File: config.mk
export PLATFORM = sky130hd
export DESIGN_NAME = mem_arbiter_rr
export DESIGN_NICKNAME = d
export VERILOG_FILES = /design/src/rtl/lc3b_types.sv /design/src/rtl/rr_picker.sv /design/src/rtl/mem_arbiter_rr.sv
export SDC_FILE = /design/constraint.sdc
export NUM_CORES = 1
export LEC_CHECK = 0
export ABC_AREA = 1
export CORE_AREA = 8 8 267 269
export DETAILED_ROUTE_END_ITERATION = 10
export DIE_AREA = 0 0 275 277
export PLACE_DENSITY = 0.3
export SYNTH_ARGS = -nofsm -noshare
export SYNTH_HDL_FRONTEND = slang
export SYNTH_HIERARCHICAL = 1
export SYNTH_SLANG_ARGS = --single-unit
File: constraint.sdc
create_clock -name clk -period 3 [get_ports clk]
set_input_delay 0.45 -clock clk [delete_from_list [all_inputs] [get_ports clk]]
set_output_delay 0.45 -clock clk [all_outputs]
set_load 0.05 [all_outputs]
File: src/rtl/lc3b_types.sv
// lc3b_types: shared types for the LC-3b memory hierarchy.
//   lc3b_word   - 16-bit address/data word
//   lc3b_chunk  - 128-bit cache line
//   arb_state_t - memory arbiter FSM states
//   idx_width() - bits needed to index n clients (minimum 1)
package lc3b_types;

    typedef logic [15:0]  lc3b_word;
    typedef logic [127:0] lc3b_chunk;

    typedef enum logic {
        IDLE = 1'b0,
        BUSY = 1'b1
    } arb_state_t;

    function automatic int unsigned idx_width(input int unsigned n);
        return (n > 1) ? $clog2(n) : 1;
    endfunction

endpackage

File: src/rtl/rr_picker.sv
// rr_picker: combinational round-robin / fixed-priority selector.
//   req        - per-client request vector
//   ptr        - index where the round-robin search starts
//   fixed_mode - 1: search always starts at index 0 (lowest index wins)
//   valid      - at least one request present
//   winner     - one-hot winner (0 when no request)
//   winner_idx - binary index of the winner (0 when no request)
// The request vector is rotated so the start index lands at bit 0, the
// lowest set bit is found, and the result is rotated back by adding the
// start index modulo N.
module rr_picker #(
    parameter int unsigned N  = 2,
    parameter int unsigned IW = 1
) (
    input  logic [N-1:0]  req,
    input  logic [IW-1:0] ptr,
    input  logic          fixed_mode,
    output logic          valid,
    output logic [N-1:0]  winner,
    output logic [IW-1:0] winner_idx
);

    logic [IW-1:0]  start;
    logic [2*N-1:0] doubled;
    logic [N-1:0]   rotated;
    logic [IW-1:0]  rot_idx;
    logic           found;
    logic [IW:0]    sum;

    always_comb begin
        start   = fixed_mode ? '0 : ptr;
        // Shifting a doubled copy right by start is a rotate for any N.
        doubled = {req, req} >> start;
        rotated = doubled[N-1:0];

        // Descending scan: the last hit written is the lowest set bit.
        found   = 1'b0;
        rot_idx = '0;
        for (int i = N - 1; i >= 0; i--) begin
            if (rotated[i]) begin
                rot_idx = IW'(i);
                found   = 1'b1;
            end
        end

        sum = {1'b0, rot_idx} + {1'b0, start};
        if (sum >= (IW + 1)'(N)) begin
            sum = sum - (IW + 1)'(N);
        end

        valid      = found;
        winner_idx = found ? sum[IW-1:0] : '0;
        winner     = '0;
        if (found) begin
            winner[winner_idx] = 1'b1;
        end
    end

endmodule

File: src/rtl/mem_arbiter_rr.sv
// mem_arbiter_rr: shares one physical-memory port among NUM_PORTS clients.
//   clk, reset       - clock, asynchronous active-high reset
//   port_read/write  - per-client held requests (until port_resp)
//   port_address     - per-client address
//   port_wdata       - per-client write line
//   port_resp        - one-hot completion pulse to the granted client
//   port_rdata       - pmem_rdata broadcast to all clients
//   pmem_read/write  - registered memory command of the granted client
//   pmem_address     - address of the granted client (port 0 when idle)
//   pmem_wdata       - write line of the granted client (port 0 when idle)
//   pmem_rdata       - memory read line
//   pmem_resp        - memory completion pulse
//   grant            - registered one-hot grant, 0 when idle
// Handshake: a client raises port_read or port_write and holds it, with
// its address/data stable, until it sees its port_resp bit; it must drop
// the request in the cycle after port_resp. The grant is held from the
// cycle after selection until pmem_resp, regardless of the request.
module mem_arbiter_rr
    import lc3b_types::*;
#(
    parameter int unsigned NUM_PORTS      = 2,
    parameter int unsigned ADDR_WIDTH     = $bits(lc3b_word),
    parameter int unsigned DATA_WIDTH     = $bits(lc3b_chunk),
    parameter bit          FIXED_PRIORITY = 1'b0
) (
    input  logic                                 clk,
    input  logic                                 reset,
    input  logic [NUM_PORTS-1:0]                 port_read,
    input  logic [NUM_PORTS-1:0]                 port_write,
    input  logic [NUM_PORTS-1:0][ADDR_WIDTH-1:0] port_address,
    input  logic [NUM_PORTS-1:0][DATA_WIDTH-1:0] port_wdata,
    output logic [NUM_PORTS-1:0]                 port_resp,
    output logic [DATA_WIDTH-1:0]                port_rdata,
    output logic                                 pmem_read,
    output logic                                 pmem_write,
    output logic [ADDR_WIDTH-1:0]                pmem_address,
    output logic [DATA_WIDTH-1:0]                pmem_wdata,
    input  logic [DATA_WIDTH-1:0]                pmem_rdata,
    input  logic                                 pmem_resp,
    output logic [NUM_PORTS-1:0]                 grant
);

    localparam int unsigned IW = idx_width(NUM_PORTS);

    arb_state_t           state_q, state_d;
    logic [NUM_PORTS-1:0] grant_q;
    logic [IW-1:0]        grant_idx_q;
    logic [IW-1:0]        ptr_q;
    logic                 rd_lat_q, wr_lat_q;

    logic [NUM_PORTS-1:0] req;
    logic                 pick_valid;
    logic [NUM_PORTS-1:0] pick_onehot;
    logic [IW-1:0]        pick_idx;
    logic                 done;

    assign req  = port_read | port_write;
    assign done = (state_q == BUSY) && pmem_resp;

    rr_picker #(
        .N  (NUM_PORTS),
        .IW (IW)
    ) u_picker (
        .req        (req),
        .ptr        (ptr_q),
        .fixed_mode (FIXED_PRIORITY),
        .valid      (pick_valid),
        .winner     (pick_onehot),
        .winner_idx (pick_idx)
    );

    always_ff @(posedge clk or posedge reset) begin
        if (reset) begin
            state_q <= IDLE;
        end else begin
            state_q <= state_d;
        end
    end

    always_comb begin
        state_d = state_q;
        case (state_q)
            IDLE:    if (pick_valid) state_d = BUSY;
            BUSY:    if (pmem_resp)  state_d = IDLE;
            default: state_d = IDLE;
        endcase
    end

    always_ff @(posedge clk or posedge reset) begin
        if (reset) begin
            grant_q     <= '0;
            grant_idx_q <= '0;
            ptr_q       <= '0;
            rd_lat_q    <= 1'b0;
            wr_lat_q    <= 1'b0;
        end else if (state_q == IDLE) begin
            if (pick_valid) begin
                grant_q     <= pick_onehot;
                grant_idx_q <= pick_idx;
                rd_lat_q    <= port_read[pick_idx];
                wr_lat_q    <= port_write[pick_idx];
            end
        end else if (pmem_resp) begin
            // Index returns to 0 so the idle muxes present port 0.
            grant_q     <= '0;
            grant_idx_q <= '0;
            rd_lat_q    <= 1'b0;
            wr_lat_q    <= 1'b0;
            if (!FIXED_PRIORITY) begin
                ptr_q <= (grant_idx_q == IW'(NUM_PORTS - 1)) ? '0 : grant_idx_q + IW'(1);
            end
        end
    end

    assign grant        = grant_q;
    assign pmem_read    = rd_lat_q;
    assign pmem_write   = wr_lat_q;
    assign pmem_address = port_address[grant_idx_q];
    assign pmem_wdata   = port_wdata[grant_idx_q];
    assign port_rdata   = pmem_rdata;
    assign port_resp    = done ? grant_q : '0;

    // A client may not request a read and a write in the same cycle.
    assert property (@(posedge clk) disable iff (reset) !(|(port_read & port_write)));

endmodule

==> results of run 1 <==
## report_power, final
part / switching (W) / internal, W
clock: 0.0000483 / 0.000177
combinational: 0.00455 / 0.00213
sequential: 0.0000403 / 0.000146
total: 0.00463 / 0.00246
## critical path: cells and delay by family, from the launching register on
kind	cells	cell delay, ps
compound gates	1	190
buf+inv	3	1200
flops	1	490
## worst max path at each step
stage                          from               to  cells after the start
finish                  grant_idx_q   pmem_wdata[39]                      4
global route            grant_idx_q   pmem_wdata[10]                      5
global placement    port_wdata[117]  pmem_wdata[117]                      4
CTS                     grant_idx_q   pmem_wdata[10]                      5
floorplan               grant_idx_q   pmem_wdata[15]                      3
detailed placement  port_wdata[117]  pmem_wdata[117]                      4
## logic make-up (layout without fill, tap and decap cells)
kind of cell	Yosys count	in the layout	synth area share
compound gates	148	148	0.2221
buf+inv	319	618	0.5282
flops	7	7	0.05201
other cells	1	2	0.001113
simple gates	174	174	0.1965
## synthesized netlist by cell type, drive strengths merged
library cell,count
a21oi,2
buf,147
clkbuf,14
conb,1
dfrtp,7
inv,158
nand2,163
nand3,7
nor2,4
o21ai,146
## state kept, by name (all words and copies together) (netlist names)
register / flops
grant: 2
state_q: 1
grant_idx_q: 1
pmem_write: 1
pmem_read: 1
ptr_q: 1
## stage by stage
| stage | total power (W) | setup WS, ps | util |
|---|---|---|---|
| after floorplan | 0.004986 | 733.3 | - |
| after global placement | 0.007025 | 419.9 | 0.1165 |
| after detailed placement | 0.006964 | 476.4 | 0.1165 |
| after CTS | 0.007213 | 316.7 | 0.1177 |
| after global routing | 0.007530 | 202.4 | 0.1177 |
| final | 0.007089 | 351.6 | 0.1177 |
## area by class of cell
type | count | share of cell area
inverters | 158 | 0.07545
clock buffers | 4 | 0.01003
multi-input cells | 324 | 0.1804
repair buffers | 456 | 0.5724
flip-flops and latches | 7 | 0.02276
well taps | 873 | 0.1390
## layer usage
layer	vias to the layer above	wire, um
li1	2380	-
met1	1822	7276
met2	359	10370
met3	46	2963
met4	0	776
met5	-	0
==> reports/qor.txt, run 1 <==
Period minus WS final: 2648 ps
Critical-path cell list: buf_12 > buf_12 > o21ai_0 > clkdlybuf4s50_1
Crit. End Element: output pin
Worst EP required: 2550 ps
Commonest non-fill, non-tap cell in the layout: clkdlybuf4s50_1
Register area share after synthesis: 0.05201
Worst reg2reg path endpoint: grant_idx_q
Top cell by count, worst path: buf_12
GR Util met1: 0.04555
Via count: 4,607
Total grt overflow: 0
Critical Path AT: 2200 ps
Finished Layout Cells: 1,822
Initial DRC count: 110
Filler cell count in the final layout: 7,788
Cts hold-fix bufs: 0
CP max stage cell: clkdlybuf4s50_1
Die X: 275 um
RSZ-0062 raised after global routing: false
Layout area overhead: 133.4%
DRC Markers: 0
Register area: 178.9 um2
CTS Buffer Depth: 2
Final net count: 1,373
Wire length per cell: 11.74 um
Initial antenna violation count: 0
Num ports: 701
Static Leak: 3.247 nW
# rows: 95
GR met2 Demand/Resource: 0.09527
Finish-stage setup viols: 0
R2r setup slk: 1890 ps
Die H: 277 um
Hpwl dp: 19.16 mm
Crit Path Class: reg2out
Slew @ Worst Pin: 565.6 ps
Reg2reg start: grant_idx_q
Port bufs: 444
Final hold slack: 468.2 ps
Gate Count Post-Synth: 649
Fmax achieved: 377.6 MHz
Hold crit path type: in2async
First-pass GRT wire length: 30.30 mm
Syn_area_per_cell: 5.190 um2
Synth unique cells: 14
Latest clock arrival within the worst-skew pair: 230 ps
Mapped Area: 3368 um2
Pins Over Slew Limit: 0
Setup Buffers After CTS: 0
Root Buffer: clkbuf_16
Syn. warnings: 6
Crit path largest cell delay: 830 ps
Initial Util: 0.05042
Post-synth top area cell: buf_4
CTS Sinks: 7
Largest net degree at the start of global routing: 65
Commonest cells after routing, fill and taps aside: 410 x clkdlybuf4s50_1, 163 x nand2_1, 158 x inv_1
Final Hold Fails: 0
Yosys top cell area share: 0.2920
Post-CTS sizing: 0
Max VDD drop: 0.4273 mV
Setup Skew: 1.717 ps
Core area: 66,800 um2
Pwr Density: 901.9 nW/um2
Tot GR Track Use: 0.05029
CTS tree: done
Clock transition at the registers of the reported paths: 40 ps
Crit path max fanout: 64
Placed cell areas: 7781 um2
Vias in the first global route: 5,026
Total CTS buffers: 3
1st-pass router iterations: 4
Routed Antenna Nets: 0
Rel. slew slack: 0.6218
Antenna diodes: 0
Largest cells by area after synthesis: buf_4 29%, nand2_1 18%, inv_1 18%, o21ai_0 17%, dfrtp_1 5.2%
Post-synthesis register bit count: 7
Via-per-instance ratio: 2.529
Setup TNS: 0 ps
Layout cells sized above 1: 0.05479
# H-tree levels: 1
Routed Wire Length: 21.39 mm
GPL Wtd Cong: 0.6944
Max_cap viols: 0
Area of the multi-input gates: 1418 um2
Outcome: complete, no violations
Layer with the highest usage: met2
Design Area, Final: 7860 um2
Die Footprint: 76,180 um2
Dpl cells: 1,818
Fin crit share: 0.8828
Worst reg-to-reg path cell count: 4
Met3 usage: 0.02564
Critical Path Source Type: flop
(Power assumes the default switching activity.)
==> inputs of run 2 (changes only) <==
CTS_CLUSTER_SIZE = 20   (was not set)
==> results of run 2 <==
The final DEF is identical to that of run 1; final timing and power are the same.
==> inputs of run 3 (changes only) <==
CORE_AREA = 8 8 265 267   (was 8 8 267 269)
DIE_AREA = 0 0 273 275   (was 0 0 275 277)
PLACE_DENSITY = 0.31   (was 0.3)
clock period = 2.8 ns   (was 3 ns; I/O delays follow)
==> run 3 against run 2 <==
Against the previous run: critical path depth is the same; critical endpoint is now pmem_wdata[50]; first-iteration DRC count fell by 19%; clock power rose by 6%; non-clock buffer count shrank 5; sequential cell count unchanged; wire length is 0.19% lower; hold slack worse by 38 ps; sequential share of layout area grew 0.093 points; combinational power increased by 1%; sequential power grew 62%.
==> reports/qor.txt, run 3 (same netlist as run 1, synthesis figures left out) <==
GPL Wtd Cong: 0.7114
Fin crit share: 0.9423
Max_cap viols: 0
DRC Markers: 0
Tot GR Track Use: 0.04959
Setup Buffers After CTS: 0
Total CTS buffers: 3
Register share of total power: 0.041
Pwr Density: 966.5 nW/um2
Max VDD drop: 0.6954 mV
Total power: 0.007300 W
Layout cells sized above 1: 0.1547
Layout area overhead: 124.2%
Dpl ws: 367.8 ps
DR WL met2: 10.35 mm
Final hold slack: 429.9 ps
CTS tree: done
RSZ-0062 raised after global routing: false
# rows: 95
Post-CTS sizing: 0
Slew @ Worst Pin: 523.6 ps
Final net count: 1,368
Crit. End Element: output pin
Critical Path AT: 2220 ps
# H-tree levels: 1
Cts hold-fix bufs: 0
Worst path bufs/invs: 2
Total grt overflow: 0
Rel. slew slack: 0.6473
Largest register FFs: 2
Latest clock arrival within the worst-skew pair: 230 ps
Met3 WL: 3.142 mm
Largest net degree at the start of global routing: 103
Via-per-instance ratio: 2.535
Power share of the combinational group: 0.926
Crit path largest cell delay: 830 ps
Final Hold Fails: 0
Int Power: 0.002328 W
Vias in the first global route: 4,895
Crit path max fanout: 54
1st-pass router iterations: 4
First-pass GRT wire length: 29.53 mm
CP max stage cell: clkdlybuf4s50_1
Clock transition at the registers of the reported paths: 40 ps
Outcome: complete, no violations
Finish-stage setup viols: 0
Initial antenna violation count: 3
Routed Wire Length: 21.35 mm
Die Footprint: 75,080 um2
Period minus WS final: 2639 ps
Hpwl dp: 19.07 mm
Clk pwr share: 0.033
Setup Skew: 0.4386 ps
Met1 WL: 7.185 mm
Fmax achieved: 379.0 MHz
Hold crit path type: in2async
Setup TNS: 0 ps
Uppermost layer routed: met5
CP delay by family, top: buffers and inverters
Commonest cells after routing, fill and taps aside: 311 x clkdlybuf4s50_1, 163 x nand2_1, 158 x inv_1
Routed Antenna Nets: 0
Initial Util: 0.05078
Die X: 273 um
Die H: 275 um
Critical-path cell list: buf_4 > nand2_1 > o21ai_1 > clkdlybuf4s50_1
Crit Path Class: reg2out
Static Leak: 3.312 nW
Initial DRC count: 89
Pins Over Slew Limit: 0
Switch share: 0.6811
Final worst slack: 161.4 ps
CTS Sinks: 7
Root Buffer: clkbuf_16
Critical Path Source Type: flop
Sw power: 0.004972 W
Num ports: 701
Wire length per cell: 11.74 um
Commonest non-fill, non-tap cell in the layout: clkdlybuf4s50_1
Via count: 4,608
Port bufs: 444
Core area: 66,330 um2
Worst EP required: 2380 ps
CTS Buffer Depth: 2
## run 3: area by class of cell
type,count,area (um2)
flip-flops and latches,7,178.9
diodes,1,2.502
multi-input cells,324,1418
fillers,7733,58770
well taps,873,1092
repair buffers,451,4189
clock buffers,4,78.83
inverters,158,593.1
## run 3: final timing paths
path / start / end / slack (ps) / cells after the start
max: grant_idx_q / pmem_wdata[50] / 160 / 4
min: reset / grant[1] / 430 / 2
max reg2reg: ptr_q / pmem_write / 1730 / 6
min reg2reg: ptr_q / ptr_q / 510 / 2
max in group asynchronous: reset / grant_idx_q / 2130 / 2
min in group clk: ptr_q / ptr_q / 510 / 2
## run 3: routing by layer
layer,up-vias,global-route usage
met4,4,0.01324
met2,363,0.08967
li1,2375,-
met3,48,0.02963
met5,-,0
met1,1818,0.04735
## run 3: stage by stage
stage,instance area (um2),cells,util
2_1_floorplan,3372,650,-
3_3_place_gp,7471,1813,0.1126
3_5_place_dp,7471,1813,0.1126
4_1_cts,7550,1817,0.1138
5_1_grt,7550,1817,0.1138
6_report,7552,1818,0.1139
## run 3: power groups by stage
stage	logic (W)	registers (W)	clock network [W]
after CTS	0.00688	0.000313	0.000245
final	0.00676	0.000303	0.000239
after global routing	0.00717	0.000334	0.000252
after detailed placement	0.00687	0.000314	0
after floorplan	0.00506	0.000277	0
after global placement	0.00691	0.000310	0
